### src/rtl/caotai_pkg.sv
// Shared definitions for the pulse dispatch controller.
//   state_t      : FSM encoding (binary, 2 bits)
//   DEF_RD_LAT   : default read-to-decrement latency of the occupancy counter
//   DEF_WID      : default width of pulse counts and the period setting
package caotai_pkg;

  typedef enum logic [1:0] {
    ST_IDLE  = 2'd0,
    ST_FIRE  = 2'd1,
    ST_GAP   = 2'd2,
    ST_DRAIN = 2'd3
  } state_t;

  localparam int DEF_RD_LAT = 4;
  localparam int DEF_WID    = 16;

endpackage

### src/rtl/pulse_inflight_tracker.sv
// Tracks rd_pulse strobes whose decrement has not yet reached pulse_num and
// derives the count of pulses still available for dispatch.
// Ports:
//   clk, rst    : clock, synchronous active-high reset
//   rd_pulse    : registered consume strobe of the current cycle
//   pulse_num   : pending count reported by the occupancy counter
//   inflight    : strobes issued whose decrement is not yet visible
//   avail       : pulse_num - inflight, clamped at 0
//   underrun    : pulse_num < inflight this cycle
module pulse_inflight_tracker #(
  parameter int WID    = 16,
  parameter int RD_LAT = 4
) (
  input  logic           clk,
  input  logic           rst,
  input  logic           rd_pulse,
  input  logic [WID-1:0] pulse_num,
  output logic [WID-1:0] inflight,
  output logic [WID-1:0] avail,
  output logic           underrun
);

  localparam int CW = $clog2(RD_LAT + 1);

  logic [RD_LAT-1:0] r_sr;   // r_sr[k] = rd_pulse from k+1 cycles ago
  logic [CW-1:0]     r_cnt;  // population count of r_sr
  logic [RD_LAT:0]   w_sr_ext;
  logic              w_oldest;
  logic [CW-1:0]     w_inflight;

  assign w_sr_ext = {r_sr, rd_pulse};
  assign w_oldest = r_sr[RD_LAT-1];

  always_ff @(posedge clk) begin
    if (rst) begin
      r_sr  <= '0;
      r_cnt <= '0;
    end else begin
      r_sr  <= w_sr_ext[RD_LAT-1:0];
      r_cnt <= r_cnt + CW'(rd_pulse) - CW'(w_oldest);
    end
  end

  // The strobe from RD_LAT cycles ago is already reflected in pulse_num, so it
  // is dropped; the strobe of the current cycle is not yet, so it is added.
  // This lets a back-to-back FIRE decision see the pulse being consumed now.
  assign w_inflight = r_cnt - CW'(w_oldest) + CW'(rd_pulse);
  assign inflight   = WID'(w_inflight);
  assign underrun   = (pulse_num < inflight);
  assign avail      = (pulse_num > inflight) ? (pulse_num - inflight) : '0;

endmodule

### src/rtl/pulse_dispatch_ctrl.sv
// Dispatches pending pulses to an actuator with a programmable minimum
// spacing, compensating for the read latency of the occupancy counter.
// Ports:
//   dst_clk, dst_rst : clock, synchronous active-high reset
//   cfg_en           : dispatch enable (level)
//   cfg_period       : minimum rd_pulse spacing in cycles (0 acts as 1)
//   cfg_clr          : one-cycle clear of dispatch_cnt and err_underrun
//   pulse_num        : pending pulse count from the occupancy counter
//   rd_pulse         : one-cycle consume strobe to the occupancy counter
//   step_out         : one-cycle actuator strobe, identical to rd_pulse
//   busy             : controller is not idle
//   dispatch_cnt     : pulses dispatched since reset/clear (wraps)
//   err_underrun     : sticky, pulse_num dropped below the in-flight count
//   dbg_state        : current FSM state
// Handshake: rd_pulse/step_out are single-cycle strobes with no back-pressure;
// every strobe consumes exactly one pulse, seen in pulse_num RD_LAT cycles later.
module pulse_dispatch_ctrl
  import caotai_pkg::*;
#(
  parameter int WID_16 = DEF_WID,
  parameter int RD_LAT = DEF_RD_LAT
) (
  input  logic              dst_clk,
  input  logic              dst_rst,
  input  logic              cfg_en,
  input  logic [WID_16-1:0] cfg_period,
  input  logic              cfg_clr,
  input  logic [WID_16-1:0] pulse_num,
  output logic              rd_pulse,
  output logic              step_out,
  output logic              busy,
  output logic [31:0]       dispatch_cnt,
  output logic              err_underrun,
  output logic [1:0]        dbg_state
);

  state_t            r_state;
  state_t            w_next;
  logic [WID_16-1:0] r_gap;
  logic [WID_16-1:0] w_gap_next;
  logic [WID_16-1:0] w_gap_load;
  logic              r_rd;
  logic [31:0]       r_dcnt;
  logic              r_err;
  logic [WID_16-1:0] w_inflight;
  logic [WID_16-1:0] w_avail;
  logic              w_underrun;
  logic              w_go;
  logic              w_fire;

  pulse_inflight_tracker #(
    .WID    (WID_16),
    .RD_LAT (RD_LAT)
  ) u_tracker (
    .clk       (dst_clk),
    .rst       (dst_rst),
    .rd_pulse  (r_rd),
    .pulse_num (pulse_num),
    .inflight  (w_inflight),
    .avail     (w_avail),
    .underrun  (w_underrun)
  );

  // FIRE itself is one of the max(cfg_period,1) cycles of spacing.
  assign w_gap_load = (cfg_period == '0) ? '0 : (cfg_period - WID_16'(1));
  assign w_go       = cfg_en && (w_avail != '0);
  assign w_fire     = (r_state == ST_FIRE);

  always_comb begin
    w_next     = r_state;
    w_gap_next = r_gap;
    case (r_state)
      ST_IDLE: begin
        if (w_go) w_next = ST_FIRE;
      end
      ST_FIRE: begin
        w_gap_next = w_gap_load;
        if (!cfg_en) begin
          w_next     = ST_DRAIN;
          w_gap_next = '0;
        end else if (w_gap_load != '0) begin
          w_next = ST_GAP;
        end else begin
          w_next = w_go ? ST_FIRE : ST_IDLE;
        end
      end
      ST_GAP: begin
        if (!cfg_en) begin
          w_next     = ST_DRAIN;
          w_gap_next = '0;
        end else if (r_gap <= WID_16'(1)) begin
          // Last gap cycle: decide now so the next FIRE lands exactly on the period.
          w_gap_next = '0;
          w_next     = w_go ? ST_FIRE : ST_IDLE;
        end else begin
          w_gap_next = r_gap - WID_16'(1);
        end
      end
      ST_DRAIN: begin
        if (w_inflight == '0) w_next = ST_IDLE;
      end
      default: begin
        w_next     = ST_IDLE;
        w_gap_next = '0;
      end
    endcase
  end

  always_ff @(posedge dst_clk) begin
    if (dst_rst) begin
      r_state <= ST_IDLE;
      r_gap   <= '0;
      r_rd    <= 1'b0;
      r_dcnt  <= '0;
      r_err   <= 1'b0;
    end else begin
      r_state <= w_next;
      r_gap   <= w_gap_next;
      r_rd    <= (w_next == ST_FIRE);
      // A clear coinciding with a FIRE still counts that FIRE.
      r_dcnt  <= cfg_clr ? {31'd0, w_fire} : (r_dcnt + {31'd0, w_fire});
      r_err   <= cfg_clr ? 1'b0 : (r_err | w_underrun);
    end
  end

  assign rd_pulse     = r_rd;
  assign step_out     = r_rd;
  assign busy         = (r_state != ST_IDLE);
  assign dispatch_cnt = r_dcnt;
  assign err_underrun = r_err;
  assign dbg_state    = r_state;

endmodule

### config.mk
export PLATFORM = sky130hd
export DESIGN_NAME = pulse_dispatch_ctrl
export DESIGN_NICKNAME = d
export VERILOG_FILES = /design/src/rtl/caotai_pkg.sv /design/src/rtl/pulse_inflight_tracker.sv /design/src/rtl/pulse_dispatch_ctrl.sv
export SDC_FILE = /design/constraint.sdc
export NUM_CORES = 1
export LEC_CHECK = 0
export BUFFER_PORTS_ARGS = -buffer_cell sky130_fd_sc_hd__buf_2
export CELL_PAD_IN_SITES_DETAIL_PLACEMENT = 0
export CELL_PAD_IN_SITES_GLOBAL_PLACEMENT = 1
export CORE_ASPECT_RATIO = 0.8
export CORE_MARGIN = 1.5
export CORE_UTILIZATION = 41
export DETAILED_ROUTE_END_ITERATION = 7
export PLACE_DENSITY = 0.79
export SETUP_SLACK_MARGIN = 0.2
export SLEW_MARGIN = 20
export SYNTH_ARGS = -nofsm -noshare
export SYNTH_HDL_FRONTEND = slang
export SYNTH_SLANG_ARGS = --single-unit
### constraint.sdc
create_clock -name dst_clk -period 3.91 [get_ports dst_clk]
set_input_delay 0.391 -clock dst_clk [delete_from_list [all_inputs] [get_ports dst_clk]]
set_output_delay 0.391 -clock dst_clk [all_outputs]
set_load 0.01 [all_outputs]
==> out/qor.yml, run 1 <==
synthesis:
  synth_ff_type: "dfxtp_1"
  ys_types: 62
  ys_warn_count: 0
  syn_area_per_cell_sq_um: 8.07
  synth_area_leaders: "dfxtp_1 32%, nor2_1 8.1%, xor2_1 6.4%"
  syn-num-nets: 513
  netlist.area_leader.share: 0.318
  yosys.area.top_type: "dfxtp_1"
  syn_inst: 460
  synth_area_sq_um: 3710
  ys_ff_latch: 59
  ys_seq_area_frac: 0.318
  synth_edf_count: 0
  synthArstFlopShare: 0
global_route:
  grt_overflow: 0
  grt_pass1_wl_microns: 15100
  grt_antenna_before_repair: 0
  grt_start_max_net_pins: 33
  grt_pass1_vias: 3134
  gr-usage-all-layers: 0.201
layout:
  diodes: 0
  stdcell_area_sq_um: 4400
  fill_cells: 884
  nNetsFinal: 579
  final_common_cell: "nor2_1"
  final_cells: 643
  final_layout_size_suffix_gt1_frac: 0.203
  syn2layout_area_growth_pct: 18.6
  final_util: 0.510
  most-common-layout-cells: "80 x nor2_1, 73 x buf_2, 59 x dfxtp_1, 31 x nand2_1, 27 x xor2_1"
critical_path:
  r2r_slack_ns: 0.84
  rr_startpoint: "u_tracker.r_cnt[0]"
  r2r_end: "dbg_state[1]"
  critPathArrivalTime_ns: 3.35
  cp.required_ns: 4.19
  crit_path_start_kind: "register"
  critPathKind: "register to register"
  crit_fanout: 4
  cp-end-kind: "register"
  rr_worst_depth: 14
hold_path:
  min_from: "cfg_clr"
  hold-path-endpoint: "dispatch_cnt[0]"
  hold_path.class: "input pin to register"
  holdPathStages: 3
timing:
  setup_violations: 0
  rsz0062_at_grt: "no"
  whs_ns: 0.312
  fin_tns_setup_ns: 0
  fin_worst_skew_ns: 0.00639
  maxSlewHeadroom: 0.494
  min_period_over_period: 0.786
  fmax_mhz: 326
  period_minus_slack_ns: 3.07
  worst-slew-pin-transition_ns: 0.755
  maxSlewViolCount: 0
  hold_viol: 0
  final.setup.worst_slack_ns: 0.838
floorplan:
  ios: 74
  row_count: 30
  die_area_sq_um: 9640
  fp.dieW_microns: 109
  die_h_microns: 88.1
  initial_core_util: 0.430
  core_sq_um: 8630
clock_tree:
  cts_buffers: 9
  cts-resized-gates: 0
  clock_sinks: 59
  insertion_delay_ns: 0.34
  cts_buffer_depth: 2
  cts-root-buf: "clkbuf_16"
  ctsHoldBuffers: 0
  clkSlewWorstSetupHoldPaths_ns: 0.05
  htree_levels: 3
  post_cts_buffers: 0
  cts_tree: "done"
placement:
  place_congestion: 0.885
  place_hpwl_microns: 6730
  place_ws_ns: 0.834
  portBuffers: 73
  placed_cells: 627
  placed_cell_area_sq_um: 4110
detailed_routing:
  ant_nets: 0
  drt-wirelength-per-cell_microns: 14.2
  first_iter_violations: 271
  drc: 0
  wirelength_microns: 9110
  first_pass_iters: 5
  viasPerCell: 5.34
  vias: 3435
power_and_ir_drop:
  vdd_drop_max_mv: 0.218
  p_per_area_nw_per_um2: 422
  total_power_mw: 1.86
  p_leak_nw: 1.78
flow_run:
  maxCapViolCount: 0
status:
  status: "completed"
[power by group]
group          internal, mW  leakage, nW  switching (mW)  total, mW
Combinational         0.183         1.16           0.241      0.424
Sequential            0.626        0.477          0.0238      0.650
Clock                 0.506        0.145           0.278      0.784
[cells by family after synthesis]
family / count (synthesis) / synth area share
fa+ha+maj: 17 / 0.0613
simple gates: 210 / 0.294
flops: 59 / 0.318
mux: 5 / 0.0135
xor+xnor: 47 / 0.111
compound gates: 83 / 0.152
buf+inv: 39 / 0.0506
[critical path, stage by stage (launching register included)]
cell     delay [ns]
dfxtp_1        0.30
inv_1          0.04
ha_1           0.26
inv_1          0.04
ha_1           0.18
fa_1           0.51
inv_1          0.09
fa_1           0.46
nor2_1         0.16
inv_1          0.05
a21oi_1        0.14
a22oi_1        0.10
o31ai_1        0.34
a31o_2         0.21
and3b_1        0.14
[synthesized netlist by cell type, types with 4 or more instances]
library cell / count
mux2i_1: 5
o21ai_0: 12
inv_1: 20
nor2_1: 80
or3_1: 9
o31ai_1: 5
nor4_1: 7
o22ai_1: 11
nand2_1: 31
nor2b_1: 7
a22oi_1: 14
a21oi_1: 14
a31oi_1: 4
clkbuf_1: 13
nand3_1: 16
xor2_1: 27
nand4_1: 8
dfxtp_1: 59
and3_1: 9
ha_1: 15
nand2b_1: 5
nor3_1: 12
xnor2_1: 20
[registers in the layout, summed over array words and instances, names as in the netlist]
register / flops
rd_pulse: 1
u_tracker.r_cnt: 3
dispatch_cnt: 32
dbg_state: 2
err_underrun: 1
r_gap: 16
u_tracker.r_sr: 4
[cell type report]
class,count,area (sq um),share of cell area
sequential,59,1180,0.268
clock inverter,5,52.6,0.0119
timing repair buffer,73,365,0.0830
multi-input combinational,362,2340,0.532
clock buffer,11,243,0.0551
inverter,21,78.8,0.0179
tap,112,140,0.0318
[worst max path at each step]
stage / start / end / slack, ns / depth (start not counted)
finish: u_tracker.r_cnt[0] / dbg_state[1] / 0.84 / 14
detailed placement: u_tracker.r_cnt[0] / dbg_state[1] / 0.83 / 14
CTS: u_tracker.r_cnt[0] / dbg_state[1] / 0.81 / 14
global route: u_tracker.r_cnt[0] / dbg_state[1] / 0.62 / 14
global placement: u_tracker.r_cnt[0] / dbg_state[1] / 0.90 / 14
floorplan: u_tracker.r_cnt[0] / dbg_state[1] / 1.06 / 14
[per-layer routing]
layer	share of wire	GRT usage
met5	0	0
met2	0.44	0.303
met4	0.013	0.0767
met3	0.054	0.0506
met1	0.49	0.276
Power figures use the tool's default switching activity.
==> run 2, diff against run 1 <==
CORE_UTILIZATION = 37   (was 41)
PLACE_DENSITY = 0.75   (was 0.79)
clock period = 2.74 ns   (was 3.91 ns; I/O delays follow)
==> run 2 against run 1 <==
The run now ends with setup timing left. Clock power up 23%. First-iteration DRC count increased by 4.4%. Via count is 5.2% higher. Hold slack got worse by 0.054 ns. Combinational power grew 80%. Wire length grew 9.9%. Clock skew shrank 0.0021 ns. Design area up 7.5%. Register-to-register slack lost 1.1 ns. Power up 43%. Critical endpoint unchanged.
==> out/qor.yml, run 2 (same netlist as run 1, synthesis figures left out) <==
status:
  status: "finished, violations left"
  violations: "setup timing"
global_route:
  grt_overflow: 0
  grt_start_max_net_pins: 33
  gr-usage-all-layers: 0.192
  grt_pass1_wl_microns: 16200
  grt_pass1_vias: 3233
  grt_antenna_before_repair: 0
detailed_routing:
  drt-wirelength-per-cell_microns: 14.4
  viasPerCell: 5.20
  drc: 0
  first_iter_violations: 283
  vias: 3613
  ant_nets: 0
  first_pass_iters: 5
  wirelength_microns: 10000
critical_path:
  critPathKind: "register to register"
  cp-end-kind: "register"
  crit_fanout: 3
  critPathArrivalTime_ns: 3.28
  cp.required_ns: 3.00
  crit_path_start_kind: "register"
timing:
  whs_ns: 0.258
  maxSlewViolCount: 0
  setup_violations: 3
  hold_viol: 0
  fmax_mhz: 332
  period_minus_slack_ns: 3.01
  rsz0062_at_grt: "yes"
  worst-slew-pin-transition_ns: 0.612
  maxSlewHeadroom: 0.592
  fin_worst_skew_ns: 0.00433
  min_period_over_period: 1.10
  final.setup.worst_slack_ns: -0.273
layout:
  final_util: 0.489
  syn2layout_area_growth_pct: 27.6
  nNetsFinal: 610
  final_common_cell: "nor2_1"
  stdcell_area_sq_um: 4740
  final_cells: 695
  fill_cells: 970
  largest_reg_flops: 32
  diodes: 0
  most-common-layout-cells: "79 x nor2_1, 73 x buf_2, 58 x dfxtp_1, 31 x buf_4, 29 x nand2_1"
  final_layout_size_suffix_gt1_frac: 0.274
placement:
  portBuffers: 73
  place_hpwl_microns: 7570
  placed_cells: 676
  place_congestion: 0.842
  placed_cell_area_sq_um: 4340
clock_tree:
  cts_buffers: 9
  htree_levels: 3
  cts_tree: "done"
  insertion_delay_ns: 0.32
  cts-root-buf: "clkbuf_16"
  clkSlewWorstSetupHoldPaths_ns: 0.05
  ctsHoldBuffers: 0
  clock_sinks: 59
  cts_buffer_depth: 2
floorplan:
  row_count: 32
  die_area_sq_um: 10600
  fp.dieW_microns: 115
  core_sq_um: 9690
  die_h_microns: 92.6
  initial_core_util: 0.383
  ios: 74
power_and_ir_drop:
  p_per_area_nw_per_um2: 561
  total_power_mw: 2.66
  vdd_drop_max_mv: 0.259
  p_leak_nw: 1.94
flow_run:
  maxCapViolCount: 0
hold_path:
  hold_path.class: "input pin to register"
## run 2: routing by layer
metal,part of all wire,global-route usage,vias to the layer above
met4,0.0084,0.0597,0
met1,0.53,0.297,1685
met5,0,0,-
li1,-,-,1821
met3,0.059,0.0393,9
met2,0.40,0.262,98
## run 2: what timing repair did
action	in CTS	in global routing
setup endpoints to repair	3	10
setup buffers	3	3
pin swaps	11	10
gates resized for setup	7	13
## run 2: final timing paths
kind,endpoint,start,slack (ns),cells past startpoint
max,dbg_state[1],u_tracker.r_cnt[0],-0.27,14
min reg2reg,u_tracker.r_sr[3],u_tracker.r_sr[2],0.43,1
max reg2reg,dbg_state[1],u_tracker.r_cnt[0],-0.27,14
min,dispatch_cnt[0],cfg_clr,0.26,3
## run 2: critical path: stages (launching register included)
cell	delay, ns
dfxtp_2	0.31
inv_2	0.04
ha_4	0.25
inv_2	0.04
ha_4	0.14
fa_1	0.51
inv_2	0.08
fa_2	0.40
nand2_2	0.10
nand2_2	0.06
o31ai_2	0.22
nand3_1	0.16
o31ai_4	0.31
a31o_2	0.20
and3b_1	0.14
## run 2: through the flow
stage          TNS, ns  setup slack [ns]
6_report        -0.763            -0.273
2_1_floorplan  -0.0785           -0.0412
3_5_place_dp    -0.731            -0.255
3_3_place_gp    -0.448            -0.159
4_1_cts         -0.484            -0.178
5_1_grt          -1.19            -0.414
## run 2: cell type report
cell class                      count  area [sq um]  share of cell area
Inverter                           21          78.8              0.0166
Multi-Input combinational cell    362          2460               0.519
Timing Repair Buffer              104           598               0.126
Clock buffer                       13           250              0.0528
Sequential cell                    59          1180               0.250
Tap cell                          136           170              0.0359
## run 2: report_power, final
part / internal (mW) / total (mW) / switching, mW / leakage, nW
Clock: 0.619 / 0.965 / 0.345 / 0.122
Sequential: 0.895 / 0.930 / 0.0343 / 0.478
Combinational: 0.358 / 0.762 / 0.403 / 1.34
